--- config.mk ---
export PLATFORM = sky130hd
export DESIGN_NAME = ysyx_220053_fetch_queue
export DESIGN_NICKNAME = d
export VERILOG_FILES = /design/src/rtl/ysyx_220053_fetch_queue.sv
export SDC_FILE = /design/constraint.sdc
export NUM_CORES = 1
export LEC_CHECK = 0
export BUFFER_PORTS_ARGS = -buffer_cell sky130_fd_sc_hd__buf_2
export CAP_MARGIN = 15
export CORE_MARGIN = 2
export CORE_UTILIZATION = 50
export CTS_CLUSTER_DIAMETER = 200
export CTS_CLUSTER_SIZE = 28
export DETAILED_ROUTE_END_ITERATION = 6
export GPL_TIMING_DRIVEN = 0
export PLACE_DENSITY = 0.71
export REMOVE_ABC_BUFFERS = 1
export SLEW_MARGIN = 20
export SYNTH_ARGS = -nofsm -noshare
export SYNTH_HDL_FRONTEND = slang
export SYNTH_SLANG_ARGS = --single-unit
--- constraint.sdc ---
create_clock -name clk -period 21.5 [get_ports clk]
set_input_delay 3.225 -clock clk [delete_from_list [all_inputs] [get_ports clk]]
set_output_delay 3.225 -clock clk [all_outputs]
set_load 0.05 [all_outputs]
--- src/rtl/ysyx_220053_fetch_queue.sv ---
// Instruction fetch queue: DEPTH-entry circular FIFO of {pc, instr} pairs
// between fetch and decode. Handshake readiness depends only on registered
// occupancy and flush, so out_ready never reaches in_ready combinationally.
module ysyx_220053_fetch_queue #(
    parameter int DEPTH = 4,
    parameter int PTR_W = 2
) (
    input  logic             clk,
    input  logic             rst,
    input  logic             flush,
    input  logic             in_valid,
    output logic             in_ready,
    input  logic [63:0]      in_pc,
    input  logic [31:0]      in_instr,
    output logic             out_valid,
    input  logic             out_ready,
    output logic [63:0]      out_pc,
    output logic [31:0]      out_instr,
    output logic [PTR_W:0]   count
);

    typedef struct packed {
        logic [63:0] pc;
        logic [31:0] instr;
    } entry_t;

    localparam logic [PTR_W:0] FULL_CNT = (PTR_W + 1)'(DEPTH);

    entry_t             mem [DEPTH];
    logic [PTR_W-1:0]   head;
    logic [PTR_W-1:0]   tail;
    logic [PTR_W:0]     cnt;
    logic               push;
    logic               pop;

    // Handshake and head-entry presentation; full/empty come from cnt only
    always_comb begin
        in_ready  = (cnt != FULL_CNT) && !flush;
        out_valid = (cnt != '0) && !flush;
        push      = in_valid && in_ready;
        pop       = out_valid && out_ready;
        out_pc    = out_valid ? mem[head].pc    : 64'd0;
        out_instr = out_valid ? mem[head].instr : 32'd0;
        count     = cnt;
    end

    // Entry storage: written at tail on an accepted push, never reset
    always_ff @(posedge clk) begin
        if (push && !rst) begin
            mem[tail] <= '{pc: in_pc, instr: in_instr};
        end
    end

    // Pointers and occupancy; pointers wrap naturally at DEPTH (power of two)
    always_ff @(posedge clk) begin
        if (rst || flush) begin
            head <= '0;
            tail <= '0;
            cnt  <= '0;
        end else begin
            if (push) tail <= tail + 1'b1;
            if (pop)  head <= head + 1'b1;
            case ({push, pop})
                2'b10:   cnt <= cnt + 1'b1;
                2'b01:   cnt <= cnt - 1'b1;
                default: cnt <= cnt;
            endcase
        end
    end

endmodule

==> run metrics <==
status=finished clean; Hold Path Class=reg -> reg; ANT nets after route=0; sequential element share of the synthesized area=78.1%; Die ar.=31400 µm²; clk_skew=0.0287 ns; total global routing overflow=0; largest net degree at the start of global routing=51; io pins=202; Routed WL=27100 µm; Setup TNS Final=0 ns; maximum fanout along the worst path=50; area grow syn2layout=16.9%; WL/cell=20.6 µm; layout cells sized above 1=42.1%; fin crit share=37.4%; post-DP HPWL=18500 µm; port bufs=201; FFs w/ async S/R, synth=0%; leading area contributor after synthesis=edfxtp_1; initial antenna violation count=6; P_leak=0.00602 µW; Post-CTS Setup Inserts=0; H-tree depth=1; top post-synthesis cells by count=edfxtp_1, and2_1, mux4_2, clkbuf_1, buf_2; final setup vio count=0; Peak VDD IR=61.8 µV; cts bufs inserted=18; # nets final=1022; WS Path Type=in -> out; DR DRC count=0; Rel. slew slack=60.2%; clock slew at reported path FFs=0.10 ns; Max Cap Viol=0; vias per cell=5.33; Synth Cell Area=15000 µm²; Root Driver=clkbuf_16; Worst Path Required=18.27 ns; Die Y=177 µm; synthesized area per cell=22.5 µm²; top cell type's share of synthesized area=76.9%; Pwr Density=73.6 nW/µm²; placed instance count=1285; Final Hold Violating Endpoints=0; min cycle time layout=8.04 ns; Netlist cell types=29; Initial Util=50.7%; reg2reg start=count[0]$_SDFFE_PP0P_; via count=7030; Area contributors post-synth=edfxtp_1, mux4_2, and2_1, dfxtp_1, buf_6; number of synthesized flops with an enable pin=384; post-synthesis instance total=665; vias in the first global route=7401; number of placement rows=63; achievable frequency=0.124 GHz; Final Util=59.3%; clock tree buffer depth=3; Post-CTS Resized=0; Die X=177 µm; Final GP Congestion=0.754; CTS tree=yes; Slew Limit Fails=0; most frequent cell after synthesis=edfxtp_1; clk_lat worst skew=0.52 ns; actual slew at the worst max-slew pin=0.594 ns; yosys warns=0; Finished Layout Cells=1319; first-pass GRT wire length=41900 µm; critical path arrival=4.82 ns; Clock Sinks=393; Worst Setup SP=flush; crit end category=output pin; Synth Flop Type=edfxtp_1; DRT iter0 DRCs=644; Total Routing Usage GR=17.5%; Synth Register Bits=393; CTS Hold Buffers Added=0; Worst setup SP type=input port; # fillers=2146; drt pass-1 iters=4; worst hold start=head[1]$_SDFFE_PP0P_; core area=29600 µm²; RSZ-0062 raised after global routing=false
[cell type report]
class / count / area (µm²) / area share, %
Antenna cell: 2 / 5.00 / 0.0285
Clock buffer: 31 / 520 / 2.97
Clock inverter: 1 / 30.0 / 0.171
Inverter: 7 / 28.8 / 0.164
Multi-Input combinational cell: 233 / 3090 / 17.6
Sequential cell: 393 / 11700 / 66.8
Tap cell: 390 / 488 / 2.78
Timing Repair Buffer: 262 / 1650 / 9.40
[stage by stage]
step                      instance area (µm²)  hold WS [ns]  total power (µW)  worst slack, ns
after global placement                  16300         0.466               919             4.30
after CTS                               17500         0.486              1300            13.42
final                                   17500         0.482              1290            13.46
after floorplan                         14800         0.454               895            10.26
after detailed placement                17000         0.469               919            13.42
after global routing                    17500         0.528              1330            13.34
[path summary, 6_finish.rpt]
check	to	slack (ns)	depth (start not counted)
min	flop	0.48	2
min reg2reg	flop	0.48	2
max reg2reg	mem[1][95]$_DFFE_PP_	18.82	8
max	out_pc[9]	13.46	6
[layout by cell type, fill, tap and decap left out, drive strengths merged]
master,Yosys,layout
o31ai,2,2
clkbuf,14,31
inv,7,7
nand3b,2,2
edfxtp,384,384
and2,96,96
nor3b,4,4
or3,3,3
clkinv,0,1
o311ai,1,1
nor3,1,1
a21oi,3,3
xor2,2,2
ha,5,5
buf,18,262
mux4,96,96
o21ai,2,2
nand2,4,4
mux2i,2,2
fa,1,1
nor2,5,5
or3b,1,1
nor2b,1,1
or2,2,2
dfxtp,9,9
diode,0,2
[state kept, by name (all words and copies together), names as in the netlist, named ones only]
| register | flops |
|---|---|
| tail | 2 |
| mem | 384 |
| count | 3 |
| head | 2 |
[where the power goes]
part | switching [µW] | internal, µW
sequential | 1.71 | 846
clock | 219 | 170
combinational | 33.7 | 19.5
[logic make-up (layout without fill, tap and decap cells)]
logic type / after synthesis / after routing / synth area share [%]
xor+xnor: 2 / 2 / 0.117
simple gates: 119 / 119 / 4.95
buf+inv: 39 / 301 / 1.39
compound gates: 8 / 8 / 0.325
other cells: 0 / 2 / 0
flops: 393 / 393 / 78.1
mux: 98 / 98 / 14.6
fa+ha+maj: 6 / 6 / 0.551
[critical path, cell delays in order]
cell	delay, ns
buf_2	0.14
or2_4	0.28
inv_4	0.37
buf_12	0.28
and2_1	0.20
buf_2	0.27
[metal layers]
layer,global-route usage [%],up-vias,share of wire [%]
li1,-,3195,-
met1,24.2,3620,42
met2,29.0,179,50
met3,4.32,28,7.1
met4,2.62,8,1.0
met5,0,-,0.15
Note: power is estimated with default switching activity, not from simulation.
